$ cat src/rtl/fetch_redirect_ctrl.sv
// -----------------------------------------------------------------------------
// fetch_redirect_ctrl
//
// Sequences front-end redirects between the backend and the fetch front.
// Exception/ertn requests and EX-stage mispredict requests are arbitrated.
// Any outstanding icache access is drained first. Then exactly one clean
// redirect is issued: new_pc, plus a pc/instbuffer flush.
//
// Handshake: exc_req and br_req are single-cycle pulses with no ready/backpressure.
// A pulse is either latched on the cycle it is seen or dropped. A dropped pulse is
// a br_req while WAIT holds a target. The only output-side handshake is
// redirect_valid. It is a one-cycle strobe that the pc unit must consume in that cycle.
//
// Ports:
//   cpu_clk        clock, all state on the rising edge
//   cpu_rst        asynchronous active-low reset
//   exc_req/exc_pc exception/ertn redirect request and target (wins arbitration)
//   br_req/br_pc   EX mispredict redirect request and correct target
//   icache_busy    icache has an outstanding fetch/refill
//   redirect_valid one-cycle pulse: new_pc valid, pc must load it
//   new_pc         redirect target; holds the last issued target otherwise
//   fb_flush       [0] pc flush, [1] instbuffer flush
//   fetch_pause    holds the pc while a redirect is pending
//   busy           controller is not idle
//   redirect_cnt   saturating count of issued redirects
//   timeout_flag   sticky: a WAIT was ended by the WAIT_MAX limit
//   state_dbg      current FSM state (IDLE=0, WAIT=1, ISSUE=2)
//   kind_dbg       latched request kind (0=branch, 1=exception)
// -----------------------------------------------------------------------------
module fetch_redirect_ctrl #(
  parameter int ADDR_W   = 32,
  parameter int WAIT_MAX = 64,
  parameter int CNT_W    = 16
) (
  input  logic              cpu_clk,
  input  logic              cpu_rst,
  input  logic              exc_req,
  input  logic [ADDR_W-1:0] exc_pc,
  input  logic              br_req,
  input  logic [ADDR_W-1:0] br_pc,
  input  logic              icache_busy,
  output logic              redirect_valid,
  output logic [ADDR_W-1:0] new_pc,
  output logic [1:0]        fb_flush,
  output logic              fetch_pause,
  output logic              busy,
  output logic [CNT_W-1:0]  redirect_cnt,
  output logic              timeout_flag,
  output logic [1:0]        state_dbg,
  output logic              kind_dbg
);

  localparam int WCNT_W = $clog2(WAIT_MAX) + 1;
  localparam logic [WCNT_W-1:0] WAIT_LAST = WCNT_W'(WAIT_MAX - 1);

  typedef enum logic [1:0] {
    S_IDLE  = 2'd0,
    S_WAIT  = 2'd1,
    S_ISSUE = 2'd2
  } state_t;

  typedef enum logic {
    K_BR  = 1'b0,
    K_EXC = 1'b1
  } kind_t;

  state_t             state, nxt_state;
  kind_t              kind, nxt_kind;
  logic [ADDR_W-1:0]  target, nxt_target;
  logic [WCNT_W-1:0]  wait_cnt, nxt_wait_cnt;
  logic               set_timeout;

  logic               req_any;
  logic [ADDR_W-1:0]  req_pc;
  kind_t              req_kind;

  // Exception/ertn always wins over a same-cycle mispredict.
  assign req_any  = exc_req | br_req;
  assign req_pc   = exc_req ? exc_pc : br_pc;
  assign req_kind = exc_req ? K_EXC : K_BR;

  always_comb begin
    nxt_state    = state;
    nxt_kind     = kind;
    nxt_target   = target;
    nxt_wait_cnt = wait_cnt;
    set_timeout  = 1'b0;
    case (state)
      S_IDLE, S_ISSUE: begin
        // ISSUE accepts a new request like IDLE, so back-to-back redirects need no idle gap.
        if (req_any) begin
          nxt_target   = req_pc;
          nxt_kind     = req_kind;
          nxt_wait_cnt = '0;
          nxt_state    = icache_busy ? S_WAIT : S_ISSUE;
        end else begin
          nxt_state = S_IDLE;
        end
      end
      S_WAIT: begin
        // A late exception supersedes the pending target. A late mispredict
        // belongs to a now-squashed path and is dropped.
        if (exc_req) begin
          nxt_target = exc_pc;
          nxt_kind   = K_EXC;
        end
        if (!icache_busy) begin
          nxt_state = S_ISSUE;
        end else if (wait_cnt == WAIT_LAST) begin
          nxt_state   = S_ISSUE;
          set_timeout = 1'b1;
        end else begin
          nxt_wait_cnt = wait_cnt + WCNT_W'(1);
        end
      end
      default: nxt_state = S_IDLE;
    endcase
  end

  // Outputs are registered from the next state, so they line up with the state they describe.
  always_ff @(posedge cpu_clk or negedge cpu_rst) begin
    if (!cpu_rst) begin
      state          <= S_IDLE;
      kind           <= K_BR;
      target         <= '0;
      wait_cnt       <= '0;
      redirect_valid <= 1'b0;
      new_pc         <= '0;
      fb_flush       <= 2'b00;
      fetch_pause    <= 1'b0;
      busy           <= 1'b0;
      redirect_cnt   <= '0;
      timeout_flag   <= 1'b0;
    end else begin
      state          <= nxt_state;
      kind           <= nxt_kind;
      target         <= nxt_target;
      wait_cnt       <= nxt_wait_cnt;
      redirect_valid <= (nxt_state == S_ISSUE);
      fetch_pause    <= (nxt_state == S_WAIT);
      busy           <= (nxt_state != S_IDLE);
      case (nxt_state)
        S_ISSUE: fb_flush <= 2'b11;
        S_WAIT:  fb_flush <= 2'b10;   // discard stale icache returns
        default: fb_flush <= 2'b00;
      endcase
      if (nxt_state == S_ISSUE) begin
        new_pc <= nxt_target;
        if (redirect_cnt != '1) begin
          redirect_cnt <= redirect_cnt + CNT_W'(1);
        end
      end
      if (set_timeout) begin
        timeout_flag <= 1'b1;
      end
    end
  end

  assign state_dbg = state;
  assign kind_dbg  = kind;

endmodule

$ cat config.mk
export PLATFORM = sky130hd
export DESIGN_NAME = fetch_redirect_ctrl
export DESIGN_NICKNAME = d
export VERILOG_FILES = /design/src/rtl/fetch_redirect_ctrl.sv
export SDC_FILE = /design/constraint.sdc
export NUM_CORES = 1
export LEC_CHECK = 0
export ABC_AREA = 0
export BUFFER_PORTS_ARGS = -buffer_cell sky130_fd_sc_hd__buf_2
export CAP_MARGIN = 25
export CORE_ASPECT_RATIO = 0.6
export CORE_MARGIN = 1
export CORE_UTILIZATION = 45
export DETAILED_ROUTE_END_ITERATION = 10
export HOLD_SLACK_MARGIN = 0.15
export PLACE_DENSITY_LB_ADDON = 0.3
export SKIP_LAST_GASP = 1
export SYNTH_ARGS = -nofsm -noshare
export SYNTH_HDL_FRONTEND = slang
export SYNTH_SLANG_ARGS = --single-unit
$ cat constraint.sdc
create_clock -name cpu_clk -period 7.2 [get_ports cpu_clk]
set_clock_uncertainty 0.1 [all_clocks]
set_input_delay 0.72 -clock cpu_clk [delete_from_list [all_inputs] [get_ports cpu_clk]]
set_output_delay 0.72 -clock cpu_clk [all_outputs]
set_load 0.005 [all_outputs]
==> qor.txt, run 1 <==
Status: finished, final reports clean
MaxCap Viol Count: 0
Clk buf depth: 2
1st-iter DRT viols: 189
Crit-path max cell delay: 0.56 ns
Average wire per cell in the routed design: 16.4 um
Dpl hpwl: 6.83 mm
Adder-cell area share of the yosys netlist: 0.0186
CP endpoint kind: flip-flop
Chip Width: 124 um
Final setup fails: 0
Post-synthesis sequential area ratio: 0.590
Commonest non-fill, non-tap cell in the layout: buf_2
I/O Buffers: 125
Vias: 3257
Critical path type: reg -> reg
Largest net degree at the start of global routing: 60
DRT Wirelength: 9.76 mm
Max frequency: 334 MHz
Power per cell area: 293 nW/um^2
Starting density of the core: 0.470
Die area: 9360 um^2
GP Congestion: 0.781
Vias in the first global route: 3083
Synth Net Count: 433
Layout cells sized above 1: 0.338
ANT cells: 0
CTS resizes: 0
WP data required: 7.32 ns
EDFF count, synth: 0
Min cycle time layout: 2.99 ns
Worst IR Drop VDD: 0.000149 V
Drt first pass iters: 6
LEAKAGE: 0.00258 uW
Synth Area in Compound Gates: 0.164
Post-Synth Simple-Gate Area: 0.112
CTS Root Cell: clkbuf_16
Synth area leader: dfrtp_1
CP Launch Type: flip-flop
Max-slew violations: 0
Filler Cell Count: 749
CTS tree: done
DRC violation count after routing: 0
Routed Antenna Nets: 0
Least-Margin Pin Slew: 0.897 ns
Top FF cell, synth: dfrtp_1
Synth area leaders: dfrtp_1 (59%), a222oi_1 (6.7%), a21oi_1 (4.6%)
Yosys warns: 0
# hold bufs at CTS: 0
Die height: 75.3 um
Final Cell Area: 5100 um^2
Most frequent cells in the layout: buf_2 (124), dfrtp_1 (95), nor2_1 (38)
Fin crit share: 0.415
Hold_ws: 0.277 ns
Average instance area after synthesis: 11.3 um^2
Total Routing Usage GR: 0.207
FF+latch count, synth: 95
Clock Sinks: 95
TritonCTS buffer count: 9
# Post-CTS Setup Buffers: 0
H-tree levels: 3
Setup TNS: 0 ns
Hold Fails Final Rpt: 0
Crit path DAT: 3.11 ns
Initial antenna violation count: 0
Clk pin slew, worst setup/hold paths: 0.07 ns
Distinct cells, synth: 45
Slew headroom: 0.402
DR vias/cell: 5.46
Fin nets: 555
Mapped cell area: 4030 um^2
Core box area: 8590 um^2
Crit path max fanout: 43
Asr flop ratio synth: 1.00
GR Overflow Total: 0
Layout area overhead: 26.5%
Largest family of logic cells by synthesized area: compound AO/OA/AOI/OAI gates
Max stage delay cell, worst path: or4_1
CP cell instances: ha_1 > nand2_1 > or4_1 > a21oi_1 > a21o_1 > ha_2 > buf_12 > mux2_2
Post-Synthesis Cells: 358
Share of the synthesized area in the top cell type: 0.590
RSZ-0062 raised after global routing: no
Std cell rows: 26
Post-Synth XOR/XNOR Area: 0.0304
Latest clock arrival within the worst-skew pair: 0.34 ns
First-pass GRT wire length: 15.1 mm
Post-synthesis mux area share: 0.0354
Worst hold path type: in -> async
Placed Area: 4760 um^2
# IOs: 126
[worst paths after layout]
path                                           from                  endpoint  slack [ns]  cells past startpoint
max                         wait_cnt[0]$_DFFE_PN0P_    new_pc[19]$_DFFE_PN0N_        4.21                      8
max reg2reg                 wait_cnt[0]$_DFFE_PN0P_    new_pc[19]$_DFFE_PN0N_        4.21                      8
max in group asynchronous                   cpu_rst     new_pc[5]$_DFFE_PN0N_        5.67                      2
min reg2reg                timeout_flag$_DFFE_PN0P_  timeout_flag$_DFFE_PN0P_        0.38                      1
min in group cpu_clk       timeout_flag$_DFFE_PN0P_  timeout_flag$_DFFE_PN0P_        0.38                      1
min                                         cpu_rst      target[29]$_DFF_PN0_        0.28                      1
[cell type report]
type	count	area (um^2)	area share
sequential	95	2380	0.466
multi-input combinational	212	1460	0.287
timing repair buffer	130	703	0.138
clock buffer	9	225	0.0441
tap	112	140	0.0275
inverter	32	120	0.0235
clock inverter	7	72.6	0.0142
[flip-flops by register name (all words and copies together), names as in the netlist]
signal        flops
redirect_cnt     16
wait_cnt          7
state_dbg         2
fb_flush          2
target           32
timeout_flag      1
fetch_pause       1
kind_dbg          1
new_pc           32
busy              1
[worst max-delay path, delay by kind of cell (launching register included)]
family                   cells  cell delay, ns
AO/OA/AOI/OAI                2            0.46
adder cells (fa/ha/maj)      2            0.59
buffers and inverters        1            0.25
flip-flops                   1            0.42
multiplexers                 1            0.36
AND/OR/NAND/NOR              2            0.68
[cells by family (layout without fill, tap and decap cells)]
kind of cell	after synthesis	after routing
AOI/OAI and AO/OA	89	89
and+or+nand+nor	90	90
DFF	95	95
buffers and inverters	51	178
xor gates and xnor gates	14	14
muxes	13	13
adders and majority gates	6	6
[through the flow]
step,worst slack [ns],total power (uW),utilization,instances
floorplan,4.49,862,-,358
global placement,4.04,1010,0.552,578
detailed placement,3.91,1020,0.554,579
CTS,3.90,1500,0.589,595
global route,4.03,1570,0.594,597
finish,4.21,1490,0.594,597
[report_power, final]
group	total, uW	leakage [uW]	internal, uW	switching, uW
clock network	474	0.000142	270	204
logic	306	0.00128	148	159
registers	713	0.00116	638	75.5
total	1490	0.00258	1050	438
[layer usage]
metal	GRT usage	share of wire
met4	0.0482	0.0054
met2	0.331	0.47
met5	0	0
met3	0.0646	0.053
met1	0.281	0.47
[synthesized netlist by cell type (all sizes together) (2+ instances only)]
| master | count |
|---|---|
| mux2i | 6 |
| ha | 6 |
| clkbuf | 10 |
| nor4 | 2 |
| o21ai | 4 |
| o41ai | 2 |
| a21oi | 37 |
| xor2 | 12 |
| mux2 | 7 |
| nor2b | 3 |
| nand2 | 14 |
| and4 | 2 |
| dfrtp | 95 |
| and2 | 2 |
| buf | 9 |
| a211oi | 2 |
| nand4 | 8 |
| a222oi | 27 |
| nand3 | 8 |
| and3 | 2 |
| nor2 | 39 |
| o22ai | 5 |
| o211ai | 5 |
| inv | 32 |
| nor3 | 3 |
| xnor2 | 2 |
| or4 | 2 |
Note: power is estimated with default switching activity, not from simulation.
==> inputs of run 2 (changes only) <==
Settings changed: ABC_AREA 0 to 1.
Clock period 7.2 ns to 2.4 ns, I/O delays scaled along.
==> run 2 against run 1 <==
  * Clock-buffer cell count is 1 higher
  * Die area up 16%
  * Sequential share of layout area fell by 9.5 points
  * Critical path depth grew 4
  * Highest routed layer unchanged
==> qor.txt, run 2 <==
Most frequent cells in the layout: nand2_1 (228), buf_2 (124), dfrtp_1 (95)
Clock Sinks: 95
Biggest regs: new_pc x32, target x32, redirect_cnt x16
Most frequent cells after synthesis: nand2_1 (228), dfrtp_1 (95), nand3_1 (82), inv_1 (29), nor2_1 (26)
DRT Wirelength: 13.3 mm
1st-iter DRT viols: 276
Worst IR Drop VDD: 0.000380 V
Clk buf depth: 2
I/O Buffers: 125
LEAKAGE: 0.00336 uW
Hold Fails Final Rpt: 0
Hold_ws: 0.167 ns
Std cell rows: 28
Core box area: 10000 um^2
Asr flop ratio synth: 1.00
DRC violation count after routing: 0
Worst hold path type: in -> reg
H-tree levels: 3
Status: finished, final reports clean
Filler Cell Count: 863
Clk pin slew, worst setup/hold paths: 0.07 ns
CTS tree: done
Synth Net Count: 654
CP Launch Type: flip-flop
Max-slew violations: 0
Power per cell area: 852 nW/um^2
Max frequency: 437 MHz
Die area: 10900 um^2
Fin crit share: 0.954
Final setup fails: 0
Critical path type: reg -> reg
Routed Antenna Nets: 0
Crit-path max cell delay: 0.42 ns
Placement Setup Slack: 0.00535 ns
Average instance area after synthesis: 8.13 um^2
MaxCap Viol Count: 0
# IOs: 126
Vias in the first global route: 4342
Crit path max fanout: 22
Average wire per cell in the routed design: 14.7 um
Crit path DAT: 2.47 ns
Least-Margin Pin Slew: 0.535 ns
Setup TNS: 0 ns
Total Routing Usage GR: 0.252
Yosys warns: 0
Initial antenna violation count: 0
First-pass GRT wire length: 21.2 mm
Power Total: 5460 uW
Die height: 81.2 um
Most frequent cell after synthesis: nand2_1
Vias: 4636
Max stage delay cell, worst path: dfrtp_1
Layout cells sized above 1: 0.261
CTS Root Cell: clkbuf_16
Post-Synthesis Cells: 579
CP cell instances: ha_2 > nand2_1 > nor2_4 > nand3_1 > nand3_1 > o21ai_1 > inv_1 > ha_1 > inv_1 > buf_4 > nand2_1 > nand2_1
CP endpoint kind: flip-flop
GR Overflow Total: 0
Starting density of the core: 0.470
Share of the synthesized area in the top cell type: 0.505
DR vias/cell: 5.14
Slew headroom: 0.642
Drt first pass iters: 5
Synth area leaders: dfrtp_1 (51%), nand2_1 (18%), nand3_1 (8.7%)
GP Congestion: 0.837
ANT cells: 0
Commonest non-fill, non-tap cell in the layout: nand2_1
CP dominant cell by count: nand2_1
Mapped cell area: 4710 um^2
Post-synthesis sequential area ratio: 0.505
Dpl hpwl: 8.61 mm
Synth area leader: dfrtp_1
Top FF cell, synth: dfrtp_1
Fin nets: 837
TritonCTS buffer count: 9
FF+latch count, synth: 95
WP data required: 2.58 ns
Layout area overhead: 36.2%
Chip Width: 134 um
Largest net degree at the start of global routing: 74
Final WS setup: 0.110 ns
Latest clock arrival within the worst-skew pair: 0.34 ns
EDFF count, synth: 0
Min cycle time layout: 2.29 ns
Distinct cells, synth: 28
==> run 2: changes by cell type in the layout (fill, tap and decap cells not counted), moves of 10 or more <==
cell / delta
a21oi_1: -33
a222oi_1: -27
buf_4: +11
dlygate4sd3_1: +58
nand2_1: +214
nand3_1: +74
nand3_2: +20
nor2_1: -13
xor2_1: -10
==> run 2: logic make-up (layout without fill, tap and decap cells) <==
logic type / after synthesis / count (layout) / share of synthesized area
and+or+nand+nor: 382 / 382 / 0.373
DFF: 95 / 95 / 0.505
buffers and inverters: 60 / 248 / 0.0582
AOI/OAI and AO/OA: 31 / 31 / 0.0380
adders and majority gates: 6 / 6 / 0.0160
xor gates and xnor gates: 5 / 5 / 0.00931
==> run 2: path summary, 6_finish.rpt <==
kind | startpoint | end | slack, ns | cells after the start
min | br_pc[19] | target[19]$_DFF_PN0_ | 0.17 | 4
max | wait_cnt[0]$_DFFE_PN0P_ | new_pc[7]$_DFFE_PN0N_ | 0.11 | 12
max in group asynchronous | cpu_rst | redirect_cnt[10]$_DFFE_PN0P_ | 1.27 | 3
max reg2reg | wait_cnt[0]$_DFFE_PN0P_ | new_pc[7]$_DFFE_PN0N_ | 0.11 | 12
min reg2reg | new_pc[4]$_DFFE_PN0N_ | new_pc[4]$_DFFE_PN0N_ | 0.38 | 2
min in group asynchronous | cpu_rst | target[0]$_DFF_PN0_ | 0.23 | 2
==> run 2: layout make-up <==
type,count,area [um^2],area share
flip-flops and latches,95,2380,0.371
multi-input cells,424,2070,0.323
repair buffers,198,1350,0.210
clock buffers,10,229,0.0357
well taps,135,169,0.0264
inverters,34,128,0.0199
clock inverters,6,91.3,0.0143
==> run 2: power breakdown <==
part / leakage, uW / total, uW / internal, uW / switching [uW]
Clock: 0.000157 / 1530 / 920 / 610
Combinational: 0.00200 / 1590 / 724 / 867
Sequential: 0.00121 / 2330 / 2020 / 315
Total: 0.00336 / 5460 / 3660 / 1790
==> run 2: worst max-delay path, delay by kind of cell, from the launching register on <==
family | cells | cell delay [ns]
DFF | 1 | 0.42
AOI/OAI and AO/OA | 1 | 0.17
adders and majority gates | 2 | 0.49
buffers and inverters | 3 | 0.51
and+or+nand+nor | 6 | 0.52
==> run 2: metal layers <==
layer	GRT usage	vias up	part of all wire
met5	0	-	0
met4	0.101	0	0.021
met3	0.0531	25	0.074
met2	0.403	195	0.45
met1	0.338	2178	0.45
li1	-	2238	-
==> run 2: repair_timing <==
action | CTS | global route
resized for setup | 1 | 4
pin swaps | 0 | 0
hold buffers | 58 | 0
gates cloned | 0 | 0
hold endpoints to repair | 129 | 0
endpoints found under the setup margin | 1 | 48
setup buffers | 0 | 2
==> run 2: per-stage QoR <==
step / utilization / cell area, um^2 / std cells
2_1_floorplan: - / 4710 / 579
3_3_place_gp: 0.547 / 5480 / 826
3_5_place_dp: 0.547 / 5480 / 826
4_1_cts: 0.637 / 6380 / 900
5_1_grt: 0.639 / 6410 / 902
6_report: 0.639 / 6410 / 902
==> inputs of run 3 (changes only) <==
Settings changed: CELL_PAD_IN_SITES_DETAIL_PLACEMENT from default to 0, CELL_PAD_IN_SITES_GLOBAL_PLACEMENT from default to 1, CORE_UTILIZATION 45 to 35, CTS_BUF_LIST from default to sky130_fd_sc_hd__clkbuf_16.
==> run 3 against run 2 <==
  * Final area grew 1.0%
  * Sequential share of layout area decreased by 0.38 points
  * Core utilization is 14 points lower
  * Register-to-register slack improved by 0.04 ns
  * Clock-buffer cell count is 1 lower
  * Flip-flop and latch count unchanged
  * Global-route usage down 3.8 points
  * Critical path type unchanged
  * Critical endpoint is now target[11]$_DFF_PN0_
==> qor.txt, run 3 (synthesis results as in run 2) <==
Status: finished, final reports clean
Min cycle time layout: 2.25 ns
Least-Margin Pin Slew: 0.888 ns
Most frequent cells in the layout: nand2_1 (228), buf_2 (124), dfrtp_1 (95)
Fin crit share: 0.938
Total Routing Usage GR: 0.214
Die area: 13900 um^2
Crit path DAT: 2.42 ns
Fin nets: 842
Hold Fails Final Rpt: 0
Dpl hpwl: 9.43 mm
H-tree levels: 3
Drt first pass iters: 4
First-pass GRT wire length: 22.7 mm
CP dominant cell by count: nand2_2
Worst hold path type: in -> reg
Std cell rows: 32
CP Launch Type: flip-flop
Buf/Inv on CP: 4
Starting density of the core: 0.363
# IOs: 126
DRC violation count after routing: 0
TritonCTS buffer count: 9
Die height: 91.8 um
Initial antenna violation count: 0
DRT Wirelength: 14.1 mm
Critical path type: reg -> reg
Slew headroom: 0.407
Worst IR Drop VDD: 0.000379 V
Post-route insts no fill: 941
Vias in the first global route: 4421
Inst Count DP: 863
Clk pin slew, worst setup/hold paths: 0.07 ns
Max-slew violations: 0
Layout cells sized above 1: 0.261
Setup TNS: 0 ns
Vias: 4533
Clock Sinks: 95
I/O Buffers: 125
Core box area: 13000 um^2
Commonest non-fill, non-tap cell in the layout: nand2_1
CTS tree: done
Latest clock arrival within the worst-skew pair: 0.34 ns
Max stage delay cell, worst path: dlygate4sd3_1
Utilization after layout: 0.499
CP endpoint kind: flip-flop
Final WS setup: 0.149 ns
Hold_ws: 0.168 ns
Chip Width: 152 um
Placement Setup Slack: 0.0383 ns
CP cell instances: inv_2 > buf_8 > nand2_2 > nand2_2 > buf_12 > nand2_1 > nand3_1 > dlygate4sd3_1
GR Overflow Total: 0
Filler Cell Count: 1253
Storage cell area: 2380 um^2
WP data required: 2.57 ns
Average wire per cell in the routed design: 14.9 um
Top delay family on crit path: buffers and inverters
Multi-input logic area: 2060 um^2
Layout area overhead: 37.6%
MaxCap Viol Count: 0
Final setup fails: 0
Largest net degree at the start of global routing: 46
Crit path max fanout: 33
Power per cell area: 827 nW/um^2
DR vias/cell: 4.82
Max frequency: 444 MHz
ANT cells: 0
LEAKAGE: 0.00337 uW
Routed Antenna Nets: 0
Crit-path max cell delay: 0.59 ns
RSZ-0062 raised after global routing: no
CTS Root Cell: clkbuf_16
Biggest regs: new_pc x32, target x32, redirect_cnt x16
Clk buf depth: 2
1st-iter DRT viols: 242
GP Congestion: 0.828
-- run 3: cell types whose count changed in the layout (fill, tap and decap cells not counted), moves of 2 or more --
cell	delta
inv_6	-2
buf_6	+2
dlygate4sd3_1	+3
clkinvlp_4	+2
-- run 3: path summary, 6_finish.rpt --
path                                        startpoint                    end  slack [ns]  cells after the start
max in group asynchronous                      cpu_rst    target[8]$_DFF_PN0_        1.11                      3
worst max-delay path            state_dbg[0]$_DFF_PN0_   target[11]$_DFF_PN0_        0.15                      8
worst min register to register   new_pc[2]$_DFFE_PN0N_  new_pc[2]$_DFFE_PN0N_        0.38                      2
min in group asynchronous                      cpu_rst   target[29]$_DFF_PN0_        0.35                      2
worst min-delay path                         exc_pc[2]  new_pc[2]$_DFFE_PN0N_        0.17                      5
worst max register to register  state_dbg[0]$_DFF_PN0_   target[11]$_DFF_PN0_        0.15                      8
-- run 3: where the power goes --
group / switching [uW] / internal, uW / leakage [uW] / total (uW)
Sequential: 309 / 2020 / 0.00121 / 2330
Clock: 611 / 798 / 0.000135 / 1410
Combinational: 872 / 743 / 0.00202 / 1620
-- run 3: stage by stage --
step / power (uW) / cell area, um^2
after global placement: 3760 / 5540
after floorplan: 3080 / 4710
after global routing: 5720 / 6470
after CTS: 5390 / 6440
after detailed placement: 3790 / 5540
final: 5350 / 6470
-- run 3: what timing repair did --
| action | CTS | global route |
|---|---|---|
| endpoints found under the setup margin | 0 | 54 |
| buffers inserted | 0 | 2 |
| hold endpoints to repair | 79 | 0 |
| hold buffers | 61 | 0 |
| resized for setup | 0 | 8 |
-- run 3: final cells by class --
type	instances	share of cell area
flip-flops and latches	95	0.367
multi-input cells	424	0.319
repair buffers	203	0.217
clock buffers	9	0.0348
well taps	170	0.0329
inverters	34	0.0197
clock inverters	6	0.00966
-- run 3: worst register-to-register path: stages, from the launching register on --
cell,delay (ns)
dfrtp_1,0.44
inv_2,0.12
buf_8,0.25
nand2_2,0.13
nand2_2,0.13
buf_12,0.18
nand2_1,0.08
nand3_1,0.16
dlygate4sd3_1,0.59
-- run 3: metal layers --
metal	GRT usage	vias up	wire, um
met4	0.0561	0	149
met1	0.300	2145	6990
met3	0.0547	12	919
met2	0.327	133	5990
met5	0	-	0
li1	-	2243	-
